File: config.mk
export PLATFORM = sky130hd
export DESIGN_NAME = doa_frame_avg
export DESIGN_NICKNAME = d
export VERILOG_FILES = /design/src/rtl/doa_frame_avg.sv
export SDC_FILE = /design/constraint.sdc
export NUM_CORES = 1
export LEC_CHECK = 0
export CORE_ASPECT_RATIO = 1.1
export CORE_MARGIN = 10
export CORE_UTILIZATION = 40
export CTS_CLUSTER_SIZE = 40
export DETAILED_ROUTE_END_ITERATION = 10
export PLACE_DENSITY = 0.69
export SYNTH_ARGS = -nofsm -noshare
export SYNTH_HDL_FRONTEND = slang
export SYNTH_SLANG_ARGS = --single-unit
export TNS_END_PERCENT = 20
File: constraint.sdc
create_clock -name clock -period 10.55 [get_ports clock]
set_input_delay 2.11 -clock clock [delete_from_list [all_inputs] [get_ports clock]]
set_output_delay 2.11 -clock clock [all_outputs]
set_load 0.02 [all_outputs]
File: src/rtl/doa_frame_avg.sv
// doa_frame_avg: frame averager placed behind the vectoring-mode CORDIC.
// Aligns the sample strobe with the CORDIC outputs, accumulates 2^LOG2N
// accepted samples and reports peak magnitude, mean magnitude and a
// wrap-safe circular mean angle once per frame.
// Optional feature macro: DOA_FRAME_AVG_THRESH_EN (minimum-magnitude gate).
module doa_frame_avg #(
    parameter int LATENCY = 12,
    parameter int LOG2N   = 4
) (
    input  logic        clock,
    input  logic        reset,
    input  logic        in_valid,
    input  logic        frame_sync,
    input  logic [15:0] mag,
    input  logic [15:0] ang,
    input  logic [15:0] thresh,
    output logic        out_valid,
    output logic [15:0] mag_peak,
    output logic [15:0] mag_mean,
    output logic [15:0] ang_mean
);

    localparam int SW = 16 + LOG2N;
    localparam int CW = LOG2N + 1;
    localparam logic [CW-1:0] LAST_COUNT = CW'((1 << LOG2N) - 1);

    typedef enum logic [1:0] {
        IDLE  = 2'd0,
        ACCUM = 2'd1,
        DONE  = 2'd2
    } state_t;

    state_t state;
    state_t state_next;

    logic [LATENCY-1:0] vdly;
    logic               v_al;
    logic [15:0]        mag_c;
    logic               accept;

    // The angle sum holds a two's-complement value; its top 16 bits are the
    // arithmetic right shift by LOG2N, truncated to 16 bits.
    logic [15:0]        ref_ang;
    logic [SW-1:0]      ang_sum;
    logic [SW-1:0]      mag_sum;
    logic [15:0]        peak;
    logic [CW-1:0]      count;

    logic [15:0]        diff;
    logic [SW-1:0]      ang_sum_nx;
    logic [SW-1:0]      mag_sum_nx;
    logic [15:0]        peak_nx;

    logic               start_frame;
    logic               accum_en;
    logic               complete;
    logic               clear_frame;

    // Strobe delay line matching the CORDIC pipeline depth; frame_sync leaves it alone.
    generate
        if (LATENCY == 1) begin : g_dly_single
            always_ff @(posedge clock) begin
                if (!reset) begin
                    vdly <= '0;
                end else begin
                    vdly <= in_valid;
                end
            end
        end else begin : g_dly_multi
            always_ff @(posedge clock) begin
                if (!reset) begin
                    vdly <= '0;
                end else begin
                    vdly <= {vdly[LATENCY-2:0], in_valid};
                end
            end
        end
    endgenerate

    assign v_al  = vdly[LATENCY-1];

    // A negative CORDIC magnitude can only be rounding noise, so it counts as zero.
    assign mag_c = mag[15] ? 16'h0000 : mag;

`ifdef DOA_FRAME_AVG_THRESH_EN
    assign accept = v_al && (mag_c >= thresh);
`else
    logic unused_thresh;
    assign unused_thresh = ^thresh;
    assign accept        = v_al;
`endif

    // Angle offsets are taken relative to the frame's first angle so that the
    // sum never straddles the +/-180 degree seam when samples cluster.
    assign diff       = ang - ref_ang;
    assign ang_sum_nx = ang_sum + {{LOG2N{diff[15]}}, diff};
    assign mag_sum_nx = mag_sum + {{LOG2N{1'b0}}, mag_c};
    assign peak_nx    = (mag_c > peak) ? mag_c : peak;

    // State register.
    always_ff @(posedge clock) begin
        if (!reset) begin
            state <= IDLE;
        end else begin
            state <= state_next;
        end
    end

    // Next-state and control decode; frame_sync overrides everything except the
    // pulse already being shown, and a coincident sample opens the new frame.
    always_comb begin
        state_next  = state;
        start_frame = 1'b0;
        accum_en    = 1'b0;
        complete    = 1'b0;
        clear_frame = 1'b0;
        out_valid   = 1'b0;
        case (state)
            IDLE: begin
                if (accept) begin
                    start_frame = 1'b1;
                    state_next  = ACCUM;
                end
            end
            ACCUM: begin
                if (accept) begin
                    accum_en = 1'b1;
                    if (count == LAST_COUNT) begin
                        complete   = 1'b1;
                        state_next = DONE;
                    end
                end
            end
            DONE: begin
                out_valid = 1'b1;
                if (accept) begin
                    start_frame = 1'b1;
                    state_next  = ACCUM;
                end else begin
                    state_next  = IDLE;
                end
            end
            default: begin
                state_next = IDLE;
            end
        endcase
        if (frame_sync) begin
            accum_en    = 1'b0;
            complete    = 1'b0;
            clear_frame = 1'b1;
            start_frame = accept;
            state_next  = accept ? ACCUM : IDLE;
        end
    end

    // Frame accumulators: a new frame seeds from the sample, otherwise accumulate or clear.
    always_ff @(posedge clock) begin
        if (!reset) begin
            ref_ang <= '0;
            ang_sum <= '0;
            mag_sum <= '0;
            peak    <= '0;
            count   <= '0;
        end else if (start_frame) begin
            ref_ang <= ang;
            ang_sum <= '0;
            mag_sum <= {{LOG2N{1'b0}}, mag_c};
            peak    <= mag_c;
            count   <= CW'(1);
        end else if (accum_en) begin
            ang_sum <= ang_sum_nx;
            mag_sum <= mag_sum_nx;
            peak    <= peak_nx;
            count   <= count + CW'(1);
        end else if (clear_frame) begin
            ang_sum <= '0;
            mag_sum <= '0;
            count   <= '0;
        end
    end

    // Results are captured from the completing sample so they are stable while out_valid is high.
    always_ff @(posedge clock) begin
        if (!reset) begin
            mag_peak <= '0;
            mag_mean <= '0;
            ang_mean <= '0;
        end else if (complete) begin
            mag_peak <= peak_nx;
            mag_mean <= mag_sum_nx[SW-1:LOG2N];
            ang_mean <= ref_ang + ang_sum_nx[SW-1:LOG2N];
        end
    end

endmodule

==> run metrics <==
post-layout instance area 10490 sq um; Initial Util 40.87%; clock slew at reported path FFs 0.06 ns; Pleak 4.153 nW; PwrDens 127.4 nW/um^2; Total GRT Usage 15.58%; worst-margin pin slew 1.034 ns; max frequency 0.1310 GHz; Synth Cell Area 8762 sq um; Setup Viol. Count Final 0; Final Max Tran Viols 0; PostCTS Resize Cnt 0; Hold Startpoint vdly[6]$_SDFF_PN0_; min-delay worst type reg2reg; reg-to-reg startpoint ref_ang[1]$_SDFFE_PN0P_; hold buffer count at CTS 0; crit path time final 7.631 ns; CTS Buf Count 17; clk_lat worst skew 0.43 ns; largest net degree at the start of global routing 59; CTS tree built; final worst-path cycle share 72.33%; share of cells above drive strength 1 5.670%; first-pass GRT wire length 36.71 mm; final hold slack 0.4304 ns; CP Max Fanout 6; grt ovf 0; Initial DRC Count 317; EDFF count, synth 0; CP Launch Type input pin; detail-routed via count per cell 5.277; max_slew headroom 30.82%; Max VDD drop 0.1120 mV; vias in the first global route 7480; initial antenna violation count 0; Synth Register Bits 139; CP required 10.85 ns; area of the multi-input gates 5573 sq um; # fillers 2112; P&R area growth vs syn 19.73%; asr flop ratio synth 0%; critical path's largest stage delay 0.48 ns; HPWL after detailed placement 15.92 mm; Crit Path Category in2reg; hold violation count in the final report 0; Chip Width 161.1 um; RSZ-0062 raised after global routing no; die area 28230 sq um; post-CTS setup buffers 0; final cell count without fillers 1454; clock skew 0.009104 ns; top sig layer met4; Mapped Cells 1088; met2 WL 10.44 mm; Distinct cells, synth 72; Arrival @ worst endpoint 7.93 ns; Die Height 175.2 um; prevailing post-synth register cell dfxtp_1; via count 7673; Placed Cells 1424; clock sinks 139; syn nets 1228; Area after DPL 9844 sq um; crit path launch ang[0]; CP Capture Type flip-flop; Yosys warning total 0; n_diodes 0; Placer Congestion 0.8582; Max clock buf depth 2; met3 WL 1.025 mm; status finished clean; Ports 101; port buffer count 84; post-route ant nets 0; CP max stage cell clkdlybuf4s50_1; H-tree levels 4; row count 56; mean routed wirelength per cell 15.05 um; most used cell along the critical path o21ai_1; CTS Root Cell clkbuf_16; total wire length 21.88 mm; TNS Setup 0 ns; wire length on met1 10.15 mm; DRC viols 0; total core area 21440 sq um; synthesized area per cell 8.053 sq um; Sequential cell area 2783 sq um; sequential share of the synthesized area 31.76%; DRT Pass-1 Iters 5; Final Net Count 1293; Max-Cap Viols 0
==> cells in the mapped netlist, types with 15 or more instances <==
library cell | n | share of area [%]
and3_1 | 15 | 1.1
a21o_1 | 19 | 1.6
nor3_1 | 17 | 0.97
xor2_1 | 18 | 1.8
xnor2_1 | 39 | 3.9
nand3_1 | 17 | 0.97
clkbuf_1 | 38 | 1.6
ha_1 | 84 | 12
a21oi_1 | 109 | 6.2
a211oi_1 | 27 | 2.3
nor2b_1 | 22 | 1.6
and2_1 | 19 | 1.4
o21ai_0 | 31 | 1.8
nand2_1 | 141 | 6.0
mux2i_1 | 33 | 3.8
inv_1 | 59 | 2.5
dfxtp_1 | 139 | 32
nor2_1 | 111 | 4.8
==> path summary, 6_finish.rpt <==
path	depth (start not counted)	slack, ns	to
hold / removal	1	0.43	vdly[7]$_SDFF_PN0_
setup / recovery	28	2.92	ang_mean[15]$_SDFFE_PN0P_
setup reg to reg	26	4.66	ang_mean[15]$_SDFFE_PN0P_
hold reg to reg	1	0.43	vdly[7]$_SDFF_PN0_
==> worst max-delay path, delay by kind of cell <==
kind                       cells  cell delay, ns
buffers and inverters          2            0.53
xor gates and xnor gates       2            0.44
and+or+nand+nor                7            1.00
AOI/OAI and AO/OA             13            2.51
adders and majority gates      4            1.35
==> power breakdown <==
group          internal [mW]  switching, mW
clock                  0.429          0.235
combinational         0.0618         0.0846
sequential             0.525       0.000128
total                   1.02          0.320
==> per-layer routing <==
| metal | vias up | GRT usage (%) |
|---|---|---|
| met4 | 0 | 4.552 |
| li1 | 3933 | - |
| met5 | - | 0 |
| met2 | 142 | 26.45 |
| met3 | 17 | 3.714 |
| met1 | 3581 | 19.10 |
==> logic make-up after synthesis <==
group                      share of synthesized area [%]
and+or+nand+nor                                    20.45
AOI/OAI and AO/OA                                  20.68
DFF                                                31.76
buffers and inverters                              4.741
adders and majority gates                          12.91
xor gates and xnor gates                           5.698
muxes                                              3.770
==> flip-flops by register name, indices dropped and copies added, names as in the netlist, 5 cells and up <==
register  flops
ang_mean     16
mag_sum      20
peak         16
ang_sum      20
count         5
vdly         12
ref_ang      16
mag_mean     16
mag_peak     16
==> metrics by stage <==
stage	power, mW	util, %	setup WS (ns)
2_1_floorplan	0.6424	-	3.758
3_3_place_gp	0.6800	45.92	2.598
3_5_place_dp	0.6820	45.92	2.565
4_1_cts	1.348	48.93	2.961
5_1_grt	1.388	48.93	2.455
6_report	1.336	48.93	2.919
==> area by class of cell <==
| class | count | area share, % |
|---|---|---|
| clock inverter | 11 | 1.849 |
| inverter | 60 | 2.147 |
| tap | 290 | 3.459 |
| multi-input combinational | 843 | 53.12 |
| timing repair buffer | 92 | 8.587 |
| clock buffer | 19 | 4.317 |
| sequential | 139 | 26.52 |
==> cells in the final DEF (no fill, tap or decap), types with 18 or more instances in the layout <==
master / instances
nand2_1: 141
o21ai_0: 31
a21o_1: 19
ha_1: 84
xnor2_1: 39
a21oi_1: 109
xor2_1: 18
a211oi_1: 27
and2_1: 19
dfxtp_1: 139
inv_1: 58
mux2i_1: 33
nor2_1: 110
nor2b_1: 22
clkdlybuf4s50_1: 84
No activity file was read; power rests on OpenSTA's default activity.
